File: src/rtl/aes_stream_pkg.sv
// Shared defaults and the result-FIFO entry layout for the AES stream controller.
package aes_stream_pkg;

   localparam int BLOCK_LENGTH = 128;
   localparam int PIPE_DEPTH   = 11;
   localparam int FIFO_DEPTH   = 16;
   localparam int TAG_W        = 8;

   typedef struct packed {
      logic [BLOCK_LENGTH-1:0] ct;
      logic [TAG_W-1:0]        tag;
   } fifo_entry_t;

endpackage

File: src/rtl/aes_stream_fifo.sv
// Show-ahead synchronous FIFO holding {ciphertext, tag} results until downstream pops them.
module aes_stream_fifo
   import aes_stream_pkg::*;
#(
   parameter int DEPTH = FIFO_DEPTH,
   parameter int W     = $bits(fifo_entry_t)
) (
   input  logic         clk,
   input  logic         rst_n,
   input  logic         wr_en,
   input  logic [W-1:0] wr_data,
   input  logic         rd_en,
   output logic [W-1:0] rd_data,
   output logic         not_empty
);

   localparam int AW = (DEPTH > 1) ? $clog2(DEPTH) : 1;
   localparam int CW = $clog2(DEPTH + 1);

   logic [W-1:0]  mem_q [DEPTH];
   logic [AW-1:0] wr_ptr_q, wr_ptr_d;
   logic [AW-1:0] rd_ptr_q, rd_ptr_d;
   logic [CW-1:0] cnt_q, cnt_d;
   logic          do_wr, do_rd;

   function automatic logic [AW-1:0] ptr_inc(input logic [AW-1:0] p);
      return (p == AW'(DEPTH - 1)) ? '0 : p + AW'(1);
   endfunction

   assign not_empty = (cnt_q != '0);
   assign do_rd     = rd_en && not_empty;
   // A write into a full FIFO is dropped; upstream credit keeps this from happening.
   assign do_wr     = wr_en && ((cnt_q != CW'(DEPTH)) || do_rd);
   assign rd_data   = not_empty ? mem_q[rd_ptr_q] : '0;

   always_comb begin
      wr_ptr_d = do_wr ? ptr_inc(wr_ptr_q) : wr_ptr_q;
      rd_ptr_d = do_rd ? ptr_inc(rd_ptr_q) : rd_ptr_q;
      cnt_d    = cnt_q;
      if (do_wr && !do_rd) begin
         cnt_d = cnt_q + CW'(1);
      end else if (do_rd && !do_wr) begin
         cnt_d = cnt_q - CW'(1);
      end
   end

   always_ff @(posedge clk or negedge rst_n) begin
      if (!rst_n) begin
         wr_ptr_q <= '0;
         rd_ptr_q <= '0;
         cnt_q    <= '0;
      end else begin
         wr_ptr_q <= wr_ptr_d;
         rd_ptr_q <= rd_ptr_d;
         cnt_q    <= cnt_d;
      end
   end

   always_ff @(posedge clk) begin
      if (do_wr) begin
         mem_q[wr_ptr_q] <= wr_data;
      end
   end

endmodule

File: src/rtl/aes_enc_stream_ctrl.sv
// Valid/ready wrapper around a free-running AES_enc pipeline: tracks in-flight blocks,
// captures results into a FIFO and grants upstream credit from total occupancy.
module aes_enc_stream_ctrl #(
   parameter int BLOCK_LENGTH = aes_stream_pkg::BLOCK_LENGTH,
   parameter int PIPE_DEPTH   = aes_stream_pkg::PIPE_DEPTH,
   parameter int FIFO_DEPTH   = aes_stream_pkg::FIFO_DEPTH,
   parameter int TAG_W        = aes_stream_pkg::TAG_W
) (
   input  logic                    clk,
   input  logic                    rst,
   input  logic                    s_valid,
   output logic                    s_ready,
   input  logic [BLOCK_LENGTH-1:0] s_pt,
   input  logic [BLOCK_LENGTH-1:0] s_key,
   input  logic [TAG_W-1:0]        s_tag,
   output logic [BLOCK_LENGTH-1:0] aes_in,
   output logic [BLOCK_LENGTH-1:0] aes_key,
   output logic                    aes_enable,
   input  logic [BLOCK_LENGTH-1:0] aes_out,
   output logic                    m_valid,
   input  logic                    m_ready,
   output logic [BLOCK_LENGTH-1:0] m_ct,
   output logic [TAG_W-1:0]        m_tag,
   output logic [31:0]             blk_count
);

   localparam int OCC_W = $clog2(FIFO_DEPTH + 1);

   logic [PIPE_DEPTH-1:0] vld_q, vld_d;
   logic [TAG_W-1:0]      tag_q [PIPE_DEPTH];
   logic [TAG_W-1:0]      tag_d [PIPE_DEPTH];
   logic [OCC_W-1:0]      occ_q, occ_d;
   logic [31:0]           blk_cnt_q, blk_cnt_d;
   logic                  accept, pop;
   logic                  fifo_not_empty;

   // occ counts in-flight plus queued blocks, so the FIFO always has room for every
   // block still inside AES_enc.
   assign s_ready    = rst && (occ_q < OCC_W'(FIFO_DEPTH));
   assign accept     = s_valid && s_ready;
   assign pop        = m_valid && m_ready;
   assign aes_in     = s_pt;
   assign aes_key    = s_key;
   assign aes_enable = rst;
   assign m_valid    = fifo_not_empty;
   assign blk_count  = blk_cnt_q;

   always_comb begin
      vld_d    = {vld_q[PIPE_DEPTH-2:0], accept};
      tag_d[0] = s_tag;
      for (int i = 1; i < PIPE_DEPTH; i++) begin
         tag_d[i] = tag_q[i-1];
      end
      occ_d = occ_q;
      case ({accept, pop})
         2'b10:   occ_d = occ_q + OCC_W'(1);
         2'b01:   occ_d = occ_q - OCC_W'(1);
         default: occ_d = occ_q;
      endcase
      blk_cnt_d = pop ? blk_cnt_q + 32'd1 : blk_cnt_q;
   end

   always_ff @(posedge clk or negedge rst) begin
      if (!rst) begin
         vld_q     <= '0;
         occ_q     <= '0;
         blk_cnt_q <= '0;
         for (int i = 0; i < PIPE_DEPTH; i++) begin
            tag_q[i] <= '0;
         end
      end else begin
         vld_q     <= vld_d;
         occ_q     <= occ_d;
         blk_cnt_q <= blk_cnt_d;
         for (int i = 0; i < PIPE_DEPTH; i++) begin
            tag_q[i] <= tag_d[i];
         end
      end
   end

   aes_stream_fifo #(
      .DEPTH (FIFO_DEPTH),
      .W     (BLOCK_LENGTH + TAG_W)
   ) u_fifo (
      .clk       (clk),
      .rst_n     (rst),
      .wr_en     (vld_q[PIPE_DEPTH-1]),
      .wr_data   ({aes_out, tag_q[PIPE_DEPTH-1]}),
      .rd_en     (m_ready),
      .rd_data   ({m_ct, m_tag}),
      .not_empty (fifo_not_empty)
   );

endmodule

File: config.mk
export PLATFORM = sky130hd
export DESIGN_NAME = aes_enc_stream_ctrl
export DESIGN_NICKNAME = d
export VERILOG_FILES = /design/src/rtl/aes_stream_pkg.sv /design/src/rtl/aes_stream_fifo.sv /design/src/rtl/aes_enc_stream_ctrl.sv
export SDC_FILE = /design/constraint.sdc
export NUM_CORES = 2
export LEC_CHECK = 0
export CORE_ASPECT_RATIO = 0.9
export CORE_MARGIN = 2
export CORE_UTILIZATION = 52
export CTS_CLUSTER_SIZE = 28
export DETAILED_ROUTE_END_ITERATION = 16
export GPL_ROUTABILITY_DRIVEN = 0
export PLACE_DENSITY = 0.79
export SETUP_SLACK_MARGIN = 0.2
export SLEW_MARGIN = 20
export SYNTH_ARGS = -nofsm -noshare
export SYNTH_HDL_FRONTEND = slang
export SYNTH_SLANG_ARGS = --single-unit
File: constraint.sdc
create_clock -name clk -period 4.8 [get_ports clk]
set_clock_uncertainty 0.2 [all_clocks]
set_input_delay 0.96 -clock clk [delete_from_list [all_inputs] [get_ports clk]]
set_output_delay 0.96 -clock clk [all_outputs]
set_load 0.01 [all_outputs]
==> metrics.md <==
| Metric | Value |
|---|---|
| Syn avg cell area | `19.8 um2` |
| Min-Delay Path Class | `reg2reg` |
| Leading cell type in the layout, fill and taps excluded | `edfxtp_1` |
| Setup crit start kind | `flop` |
| Time the worst path needs with I/O delays and setup | `4.67 ns` |
| Most used cell, CP | `buf_12` |
| Hold Fails Final Rpt | `0` |
| Global route total overflow | `0` |
| P_leak | `36.0 nW` |
| CTS tree | `yes` |
| Pre-CTS setup slack | `0.529 ns` |
| Wire length per cell | `33.2 um` |
| Max Cap Viol | `0` |
| Primary FF master, synth | `edfxtp_1` |
| Status | `finished, final reports clean` |
| Drt pass-1 iters | `5` |
| Worst skew pair latency | `0.87 ns` |
| Initial DRC count | `5593` |
| Die area | `181000 um2` |
| Layout cell share with drive strength beyond 1 | `26.0%` |
| Slew @ Worst Pin | `0.801 ns` |
| FMAX | `214 MHz` |
| Starting Density | `52.4%` |
| Hold slack | `0.125 ns` |
| Initial antenna violation count | `30` |
| Setup Crit Path Kind | `reg2out` |
| Final-layout fill cell count | `11800` |
| Vias in the first global route | `47900` |
| RSZ-0062 raised after global routing | `true` |
| Worst R2R Path Depth | `11` |
| Cell Area, Synth | `92300 um2` |
| Multi-input logic area | `20500 um2` |
| CP cell instances | `buf_12 > buf_12 > buf_16 > mux2_2 > a211oi_1 > a21oi_1 > nand3_1 > o21ai_0 > clkdlybuf4s50_1` |
| Gr usage total | `27.0%` |
| Max_slew headroom | `46.6%` |
| Final slew viol count | `0` |
| Vias per std cell | `6.25` |
| Syn_nets | `5076` |
| Num CTS Buffers | `217` |
| Yosys top cell by area | `edfxtp_1` |
| Final nets | `5401` |
| Cells after Synth | `4664` |
| CTS Sinks | `2325` |
| Fin util | `61.2%` |
| Arrival time of the worst setup path | `3.51 ns` |
| CP max stage cell | `clkdlybuf4s50_1` |
| Vias | `47300` |
| Hold path depth | `0` |
| Post-synth ARST share | `6.41%` |
| Reg area | `69100 um2` |
| Synth top area cells | `edfxtp_1 71%, mux4_2 10%, dfrtp_1 4.0%` |
| Height of the die | `404 um` |
| Std cell rows | `146` |
| Tcrit/Tclk final | `97.3%` |
| Area growth syn-to-layout | `16.7%` |
| CP Capture Type | `primary output` |
| Clock root cell | `clkbuf_16` |
| # port buffers | `310` |
| Global-route wire length before repair | `347000 um` |
| Crit-path max FO | `52` |
| CORE AREA | `176000 um2` |
| Unique masters post-synth | `41` |
| Deepest clock path buffer count | `3` |
| Final ANT Viol Nets | `0` |
| Die width | `448 um` |
| Top cell type's share of synthesized area | `70.8%` |
| Register area share after synthesis | `74.8%` |
| Worst setup margin | `0.129 ns` |
| H-tree Lvls | `4` |
| DRC violations left | `0` |
| Clock transition at path regs | `0.07 ns` |
| I/O pin count | `823` |
| Number of flops mapped to enable cells by yosys | `2176` |
| Syn. warnings | `0` |
| Pwr dens | `577 nW/um2` |
| Final setup viols | `0` |
| Seq cells post-synth | `2325` |
| Hpwl dp | `133000 um` |
| Setup TNS | `0 ns` |
| Max IR drop VDD | `0.000453 V` |
| Post-Route WL | `251000 um` |
| Worst EP required | `3.64 ns` |
| Max incr delay on CP | `0.54 ns` |
| Largest net degree at the start of global routing | `75` |
| Most frequent cells in the layout | `2176 x edfxtp_1, 408 x mux4_2, 272 x mux2_2, 266 x mux2i_1, 226 x clkbuf_16` |
## power by group
part / switching (W) / internal [W] / total (W)
Sequential: 0.000315 / 0.0229 / 0.0232
Combinational: 0.0114 / 0.0107 / 0.0220
Clock: 0.00766 / 0.00926 / 0.0169
## cells by family after synthesis
family | after synthesis | share of synthesized area, %
buf+inv | 517 | 3.25
compound gates | 432 | 2.75
mux | 954 | 16.2
xor+xnor | 41 | 0.389
fa+ha+maj | 16 | 0.233
simple gates | 379 | 2.28
flops | 2325 | 74.8
## synthesized netlist by cell type (33+ instances only)
master and n:
mux4_2 408, mux2_2 272, dfrtp_1 149, mux2i_1 274, clkbuf_1 134, a21oi_1 141, nand2b_1 136, buf_4 257
nand2_1 33, edfxtp_1 2176, nand3_1 150, a211oi_1 136, buf_1 35, buf_2 77, o21ai_0 129
## flip-flops by register name, indices dropped and copies added, names as in the netlist
| signal | flops |
|---|---|
| blk_count | 32 |
| occ_q | 5 |
| tag_d | 80 |
| tag_q | 8 |
| u_fifo.cnt_q | 5 |
| u_fifo.mem_q | 2176 |
| u_fifo.rd_ptr_q | 4 |
| u_fifo.wr_ptr_q | 4 |
| vld_q | 11 |
## per-stage QoR
| step | total power [W] | area, um2 | instances |
|---|---|---|---|
| after global placement | 0.0423 | 97900 | 7010 |
| final | 0.0622 | 108000 | 7565 |
| after floorplan | 0.0352 | 92300 | 4664 |
| after detailed placement | 0.0426 | 97900 | 7010 |
| after global routing | 0.0643 | 108000 | 7559 |
| after CTS | 0.0617 | 107000 | 7498 |
## layer usage
metal / up-vias / track usage, % / routed length, um
li1: 19300 / - / -
met1: 24600 / 32.9 / 87200
met2: 2781 / 42.6 / 121000
met3: 589 / 9.26 / 28700
met4: 22 / 14.2 / 13300
met5: - / 2.53 / 430
## worst max-delay path, delay by kind of cell (launching register included)
family          cells  cell delay (ns)
flops               1             0.45
compound gates      3             0.45
buf+inv             4             1.10
mux                 1             0.39
simple gates        1             0.12
## path summary, 6_finish.rpt
kind,from,endpoint,slack [ns]
hold / removal,tag_d[17],tag_d[9],0.13
setup reg to reg,u_fifo.cnt_q[1],occ_q[4],1.18
min in group asynchronous,rst,blk_count[19],0.34
hold reg to reg,tag_d[17],tag_d[9],0.13
max in group asynchronous,rst,tag_d[10],2.22
setup / recovery,u_fifo.rd_ptr_q[0],m_ct[31],0.13
## area by class of cell
| cell class | count | area share (%) |
|---|---|---|
| diodes | 23 | 0.0534 |
| clock inverters | 134 | 1.21 |
| clock buffers | 270 | 5.26 |
| repair buffers | 609 | 7.52 |
| well taps | 2368 | 2.75 |
| flip-flops and latches | 2325 | 64.1 |
| inverters | 14 | 0.0488 |
| multi-input cells | 1822 | 19.0 |
## repair_timing
action                                  CTS  global route
hold buffers                              1             0
pin swaps                                 2             4
cloned                                   32            10
endpoints found under the hold margin    33             0
resized for setup                       158           107
endpoints found under the setup margin  136           100
setup buffers                            51            34
Power figures use the tool's default switching activity.
